==> src/rtl/arbiter_main_pkg.sv <==
// Shared constants for the issue-queue arbiters.
//   ISSUE_Q_DEPTH : number of issue-queue entries (request lines per arbiter)
//   IDX_W         : width of an entry index, wide enough to hold NO_GRANT
//   NO_GRANT      : index value meaning "nothing selected" (idle or full)
package arbiter_main_pkg;

  localparam int ISSUE_Q_DEPTH = 16;
  localparam int IDX_W         = 5;
  localparam int NO_GRANT      = ISSUE_Q_DEPTH;

endpackage

==> src/rtl/arbiter_main_prio_enc.sv <==
// Combinational lowest-set-bit encoder.
// Ports:
//   req    in  [N-1:0]   request vector
//   onehot out [N-1:0]   lowest set bit of req, zero when req is zero
//   index  out [IW-1:0]  binary position of that bit, N when req is zero
//   any    out           req is nonzero
module arbiter_prio_enc
  import arbiter_main_pkg::*;
#(
  parameter int N  = ISSUE_Q_DEPTH,
  parameter int IW = IDX_W
) (
  input  logic [N-1:0]  req,
  output logic [N-1:0]  onehot,
  output logic [IW-1:0] index,
  output logic          any
);

  // Scan from the top down so the last hit written is the lowest index.
  always_comb begin
    onehot = '0;
    index  = IW'(N);
    for (int i = N - 1; i >= 0; i--) begin
      if (req[i]) begin
        onehot    = '0;
        onehot[i] = 1'b1;
        index     = IW'(i);
      end
    end
    any = |req;
  end

endmodule

==> src/rtl/arbiter_main.sv <==
// Request arbiter for the issue stage (instruction select and free-slot select).
// Picks one set bit of ready, combinationally, either lowest-index-first or
// rotating from a pointer that advances past each accepted grant.
// Ports:
//   CLK      in               clock, only the round-robin pointer is clocked
//   RESET    in               asynchronous active-low reset
//   ready    in   [N-1:0]     request vector
//   accept   in               caller consumed the current grant this cycle
//   grant    out  [N-1:0]     one-hot grant, zero when idle
//   granted  out  [IW-1:0]    index of the grant, N when idle
//   valid    out              ready is nonzero
module arbiter_main
  import arbiter_main_pkg::*;
#(
  parameter int N           = ISSUE_Q_DEPTH,
  parameter int IW          = IDX_W,
  parameter int ROUND_ROBIN = 0
) (
  input  logic          CLK,
  input  logic          RESET,
  input  logic [N-1:0]  ready,
  input  logic          accept,
  output logic [N-1:0]  grant,
  output logic [IW-1:0] granted,
  output logic          valid
);

  logic [IW-1:0] ptr;
  logic [N-1:0]  rr_mask;
  logic [N-1:0]  masked_ready;
  logic [N-1:0]  masked_onehot;
  logic [N-1:0]  full_onehot;
  logic [IW-1:0] masked_idx;
  logic [IW-1:0] full_idx;
  logic          masked_any;
  logic          full_any;
  logic          use_masked;

  // Keep only requesters at or above the pointer; the first of those wins
  // the rotating search before any wrap-around.
  always_comb begin
    rr_mask = '0;
    for (int i = 0; i < N; i++) begin
      rr_mask[i] = (IW'(i) >= ptr);
    end
  end

  assign masked_ready = ready & rr_mask;

  arbiter_prio_enc #(.N(N), .IW(IW)) u_enc_masked (
    .req    (masked_ready),
    .onehot (masked_onehot),
    .index  (masked_idx),
    .any    (masked_any)
  );

  arbiter_prio_enc #(.N(N), .IW(IW)) u_enc_full (
    .req    (ready),
    .onehot (full_onehot),
    .index  (full_idx),
    .any    (full_any)
  );

  // The unmasked search doubles as the wrap-around path in round-robin mode
  // and as the whole arbiter in fixed mode.
  assign use_masked = (ROUND_ROBIN != 0) && masked_any;
  assign grant      = use_masked ? masked_onehot : full_onehot;
  assign granted    = use_masked ? masked_idx    : full_idx;
  assign valid      = full_any;

  // The pointer stays at zero in fixed mode so accept has no visible effect.
  always_ff @(posedge CLK or negedge RESET) begin
    if (!RESET) begin
      ptr <= '0;
    end else if ((ROUND_ROBIN != 0) && accept && valid) begin
      ptr <= (granted == IW'(N - 1)) ? '0 : granted + 1'b1;
    end
  end

endmodule

==> config.mk <==
export PLATFORM = sky130hd
export DESIGN_NAME = arbiter_main
export DESIGN_NICKNAME = d
export VERILOG_FILES = /design/src/rtl/arbiter_main_pkg.sv /design/src/rtl/arbiter_main_prio_enc.sv /design/src/rtl/arbiter_main.sv
export SDC_FILE = /design/constraint.sdc
export NUM_CORES = 1
export LEC_CHECK = 0
export ABC_AREA = 1
export BUFFER_PORTS_ARGS = -buffer_cell sky130_fd_sc_hd__buf_4
export CORE_AREA = 3 3 40 42
export DETAILED_ROUTE_END_ITERATION = 8
export DIE_AREA = 0 0 43 45
export GPL_ROUTABILITY_DRIVEN = 0
export PLACE_DENSITY_LB_ADDON = 0.2
export SYNTH_ARGS = -nofsm -noshare
export SYNTH_HDL_FRONTEND = slang
export SYNTH_SLANG_ARGS = --single-unit
==> constraint.sdc <==
create_clock -name vclk -period 2.8
set_input_delay 0.7 -clock vclk [all_inputs]
set_output_delay 0.7 -clock vclk [all_outputs]
set_load 0.01 [all_outputs]
Word level (Yosys, flattened, before mapping)
Index checks and enable logic that the tools add are counted.
Word-level totals
  flip-flop bits (word level): 0
  bits of input ports: 19
  output and inout port bits: 22
  logic and storage cells: 33
Cells by class
  multiplexer cells: 32
  reductions and logical operators: 1
Operator list (count)
  $mux 16: 16
  $mux 5: 16
  $reduce_or 16->1: 1

Longest topological paths before layout
Gate-level depths: netlist of the first run.
  depth after elaboration: 16
  gate-level depth with buffers: 11
  depth with buffers taken out: 11

Least setup slack after synthesis of the first run
No wires, ideal clock.
  kind: in2out
  start: in ready[1]
  end: out grant[11]
  data arrival time: 1.570 ns
  data required time: 2.100 ns
  setup slack: 0.530 ns
  cell stages on the path: 4
  path buffers: 0
  cell sequence: or2_4 -> nor3_4 -> nand3_4 -> nor4_2
Between the ends
  word-level cells in the longest chain between the ends: 2
Ends and longest elaborated chain
  start, declared: RTL line arbiter_main.sv:21  | input logic [N-1:0] ready,
  $mux 16 (2 in series): RTL line arbiter_main_prio_enc.sv:24  | if (req[i]) begin
  end, declared: RTL line arbiter_main.sv:23  | output logic [N-1:0] grant,
No other way between the ends.

Worst setup path after layout of the first run
Ends and elaborated chain as after synthesis.

==> results of run 1 <==
-- layout make-up --
class / instances / area (um^2) / share of cell area (%)
multi-input cells: 57 / 324.1 / 47.35
repair buffers: 38 / 285.3 / 41.68
inverters: 15 / 56.30 / 8.227
well taps: 15 / 18.77 / 2.742
-- layout by cell type, fill, tap and decap left out --
| cell | instances |
|---|---|
| a21oi_1 | 3 |
| a31oi_1 | 1 |
| buf_4 | 38 |
| inv_1 | 15 |
| nand2_1 | 18 |
| nand3_1 | 2 |
| nand3_2 | 1 |
| nand3_4 | 1 |
| nand4_1 | 2 |
| nor2_1 | 17 |
| nor2_2 | 1 |
| nor3_2 | 4 |
| nor3_4 | 1 |
| nor4_2 | 3 |
| or2_1 | 1 |
| or2_2 | 1 |
| or2_4 | 1 |
-- cells in the mapped netlist --
library cell	instances	area [um^2]
nor3_4	1	16.27
a31oi_1	1	6.260
nand3_4	1	17.52
nor3_2	4	40.04
nand3_1	2	10.01
nor2_2	1	6.260
or2_4	1	8.760
nor2_1	17	63.81
nand3_2	1	10.01
inv_1	15	56.30
nand4_1	2	12.51
nor4_2	3	37.54
buf_4	1	7.510
nand2_1	18	67.56
or2_2	1	6.260
a21oi_1	3	15.01
or2_1	1	6.260
-- per-stage QoR --
stage	worst slack (ps)	hold WS, ps	power [W]	util, %
after floorplan	530.2	1436	0.00003233	-
after global placement	270.5	1608	0.00006585	53.26
after detailed placement	261.1	1611	0.00006655	53.26
after CTS	262.9	1611	0.00006685	53.26
after global routing	161.3	1619	0.00007408	53.26
final	275.5	1609	0.00006638	53.26
-- worst paths after layout --
check / slack (ps) / end / start
worst max-delay path: 280 / grant[11] / ready[1]
worst min-delay path: 1610 / grant[0] / ready[0]
-- power breakdown --
| part | internal [W] | switching (W) | total (W) |
|---|---|---|---|
| clock network | 0 | 0 | 0 |
| logic | 0.0000312 | 0.0000352 | 0.0000664 |
| registers | 0 | 0 | 0 |
| total | 0.0000312 | 0.0000352 | 0.0000664 |
-- logic make-up (layout without fill, tap and decap cells) --
logic type / count (synthesis) / in the layout / share of synthesized area (%)
buffers and inverters: 16 / 53 / 16.45
and+or+nand+nor: 53 / 53 / 78.07
AOI/OAI and AO/OA: 4 / 4 / 5.484
-- per-layer routing --
metal	share of wire [%]	global-route usage (%)	up-vias	wire length [um]
met5	0	0	-	0
met1	43	15.75	247	503
met4	0	0	0	0
li1	-	-	302	-
met2	50	21.56	19	590
met3	7.1	0	0	83
-- critical path: cells and delay by family --
family	cells	cell delay (ps)
buffers and inverters	2	270
AND/OR/NAND/NOR	4	860
==> out/qor.txt, run 1 <==
Status: completed
Global route overflow: 0
DP Wirelength: 1032 um
Setup violators final: 0
DRC viols: 0
Drt wl/cell: 9.416 um
Overall Global Routing Usage: 11.45%
Mapped cell area: 387.9 um^2
Placed Instances: 125
Non-Filler Instances: 125
Sequential Area: 0 um^2
TNS Setup: 0 ps
WS Path Type: primary input to primary output
Crit path DAT: 1820 ps
Leak: 0.3697 nW
Initial DRC Count: 5
Num ports: 41
Final Hold Fails: 0
Final wirelength: 1177 um
Seq_cells: 0
CP dominant cell by count: buf_4
Max Freq: 0.3961 GHz
DIE AREA: 0.001935 mm^2
CP Launch Type: primary input
# fillers: 151
Hold Crit Depth: 2
HP Class: primary input to primary output
Maximum vdd ir drop: 0.05357 mV
Maxcap violations: 0
Critical Path, Cell by Cell: buf_4 > or2_4 > nor3_4 > nand3_4 > nor4_2 > buf_4
CP max-delay cell: or2_4
Period minus WS final: 2524 ps
Area Overhead vs Synth: 76.45%
Synthesis Warnings: 0
Postcts setup bufs: 0
Critical Path RT: 2100 ps
Routed via count: 568
CP max FO: 9
Syn_nets: 92
Ant. Diodes: 0
RSZ-0062 raised after global routing: false
Post-DP Area: 684.4 um^2
Sequential area share after synthesis: 0%
Final period utilization: 90.16%
DRT Pass-1 Iters: 2
Num rows: 13
Final slew viol count: 0
Antenna violations before repair: 0
Share of cells above drive strength 1: 46.36%
Worst Tran Pin Value: 410.8 ps
Largest net degree at the start of global routing: 10
Die Y: 45 um
Clock buffer count: 0
Global-route wire length before repair: 1869 um
Fin area: 684.4 um^2
Max incr delay on CP: 270 ps
Post_cts resized: 0
Avg Vias per Cell: 4.544
Antenna-violating nets left: 0
Relative slew slack: 72.51%
Die X: 43 um
Final net count: 131
Power per cell area: 96.98 mW/mm^2
Vias in the first global route: 494
Cells after synthesis: 73
PortBufs: 38
Hold-fix buffers at CTS: 0
Starting density of the core: 30.19%
Synth cell types: 17
CORE AREA: 0.001285 mm^2
Crit path capture type: primary output
Mapped Avg Cell Area: 5.313 um^2
Note: power is estimated with default switching activity, not from simulation.
==> run 2, diff against run 1 <==
==> constraint.sdc (replaced) <==
create_clock -name vclk -period 2.5
set_input_delay 0.625 -clock vclk [all_inputs]
set_output_delay 0.625 -clock vclk [all_outputs]
set_load 0.01 [all_outputs]
==> run 2 against run 1 <==
  * Core utilization increased by 0.58 points
  * Count of clock-buffer cells in the layout is the same
  * Wire length rose by 0.25%
  * Hold slack got worse by 150 ps
  * Non-clock buffer count is 1 higher
  * Critical endpoint unchanged
  * Largest cell class unchanged
==> out/qor.txt, run 2 (same netlist as run 1, synthesis figures left out) <==
Status: completed (unchanged)
CP max-delay cell: or2_4 (unchanged)
Antenna-violating nets left: 0 (unchanged)
Initial DRC Count: 15 (was 5)
Hold Startpoint: ready[0] (unchanged)
Crit path capture type: primary output (unchanged)
Starting density of the core: 30.19% (unchanged)
CP dominant cell by count: buf_4 (unchanged)
Die X: 43 um (unchanged)
Maxcap violations: 0 (unchanged)
Top Usage Layer GRT: met2 (unchanged)
Final wirelength: 1180 um (was 1177 um)
DRT Pass-1 Iters: 4 (was 2)
DIE AREA: 0.001935 mm^2 (unchanged)
Buffers and inverters on the worst path: 2 (unchanged)
Postcts setup bufs: 0 (unchanged)
Routed via count: 564 (was 568)
Avg Vias per Cell: 4.476 (was 4.544)
Largest net degree at the start of global routing: 10 (unchanged)
Final slew viol count: 0 (unchanged)
PortBufs: 38 (unchanged)
Maximum vdd ir drop: 0.06424 mV (was 0.05357 mV)
Vias in the first global route: 497 (was 494)
# fillers: 138 (was 151)
DP Wirelength: 1027 um (was 1032 um)
Critical Path RT: 1880 ps (was 2100 ps)
Max incr delay on CP: 270 ps (about the same)
Critical Path, Cell by Cell: buf_4 > or2_4 > nor3_4 > nand3_4 > nor4_2 > buf_4 (unchanged)
Max Freq: 0.4182 GHz
Period minus WS final: 2391 ps
Power per cell area: 109.0 mW/mm^2 (was 96.98 mW/mm^2)
Final period utilization: 95.66%
Die Y: 45 um (unchanged)
Overall Global Routing Usage: 11.54% (was 11.45%)
Post-DP Area: 691.9 um^2 (was 684.4 um^2)
Hold Path End: grant[0] (unchanged)
RSZ-0062 raised after global routing: false (unchanged)
Leak: 0.3748 nW (was 0.3697 nW)
Antenna violations before repair: 0 (unchanged)
Share of cells above drive strength 1: 46.85% (was 46.36%)
Sequential Area: 0 um^2 (unchanged)
Final net count: 132 (was 131)
Hold Crit Depth: 2 (unchanged)
Area Overhead vs Synth: 78.39% (was 76.45%)
Worst Tran Pin Value: 377.8 ps (was 410.8 ps)
Seq_cells: 0 (unchanged)
Global-route wire length before repair: 1876 um (was 1869 um)
Fin area: 691.9 um^2 (was 684.4 um^2)
Crit path DAT: 1770 ps (was 1820 ps)
Relative slew slack: 74.72% (was 72.51%)
Ant. Diodes: 0 (unchanged)
GRT met1 Usage: 15.04% (was 15.75%)
Drt wl/cell: 9.365 um (was 9.416 um)
Worst setup path start: ready[1] (unchanged)
GRT met2 Usage: 22.75% (was 21.56%)
CP top delay family: simple AND/OR/NAND/NOR gates (unchanged)
DRC viols: 0 (unchanged)
Post_cts resized: 0 (unchanged)
HP Class: primary input to primary output (unchanged)
CP Launch Type: primary input (unchanged)
Met3 Use GR: 0% (unchanged)
Setup violators final: 0 (unchanged)
Final Hold Fails: 0 (unchanged)
WS Path Type: primary input to primary output (unchanged)
Global route overflow: 0 (unchanged)
CP max FO: 9 (unchanged)
Clock buffer count: 0 (unchanged)
Commonest non-fill, non-tap cell in the layout: buf_4 (unchanged)
Most frequent cells in the layout: 39 x buf_4, 18 x nand2_1, 17 x nor2_1, 15 x inv_1, 4 x nor3_2 (was 38 x buf_4, 18 x nand2_1, 17 x nor2_1, 15 x inv_1, 4 x nor3_2)
Num ports: 41 (unchanged)
Hold-fix buffers at CTS: 0 (unchanged)
Num rows: 13 (unchanged)
TNS Setup: 0 ps (unchanged)
CORE AREA: 0.001285 mm^2 (unchanged)
==> run 2: changes by cell type in the layout (fill, tap and decap cells not counted) <==
cell	previous run	this run
buf_4	38	39
==> run 2: final cells by class <==
class              instances  area, um^2  area share, %
inverters                 15       56.30          8.137
multi-input cells         57       324.1          46.84
well taps                 15       18.77          2.712
repair buffers            39       292.8          42.31
==> run 2: metrics by stage <==
| step | setup slack (ps) | hold WS [ps] | power [W] | instances | util [%] |
|---|---|---|---|---|---|
| 6_report | 108.6 | 1458 | 0.00007542 | 126 | 53.85 |
| 5_1_grt | 7.002 | 1469 | 0.00008386 | 126 | 53.85 |
| 4_1_cts | 103.1 | 1460 | 0.00007577 | 126 | 53.85 |
| 3_5_place_dp | 110.0 | 1460 | 0.00007552 | 126 | 53.85 |
| 3_3_place_gp | 126.9 | 1458 | 0.00007487 | 126 | 53.85 |
| 2_1_floorplan | 380.2 | 1286 | 0.00003621 | 73 | - |
==> run 2: per-layer routing <==
layer	wire (um)	up-vias
li1	-	304
met1	504	241
met2	591	19
met3	84	0
met4	0	0
met5	0	-
==> run 2: worst max path at each step <==
stage / endpoint / slack [ps] / cells past startpoint
CTS: grant[11] / 100 / 6
global route: grant[13] / 7 / 6
detailed placement: grant[11] / 110 / 6
global placement: grant[14] / 130 / 6
floorplan: grant[11] / 380 / 4
finish: grant[11] / 110 / 6
==> run 2: where the power goes <==
group / switching (W) / internal [W]
sequential: 0 / 0
clock: 0 / 0
combinational: 0.0000395 / 0.0000359
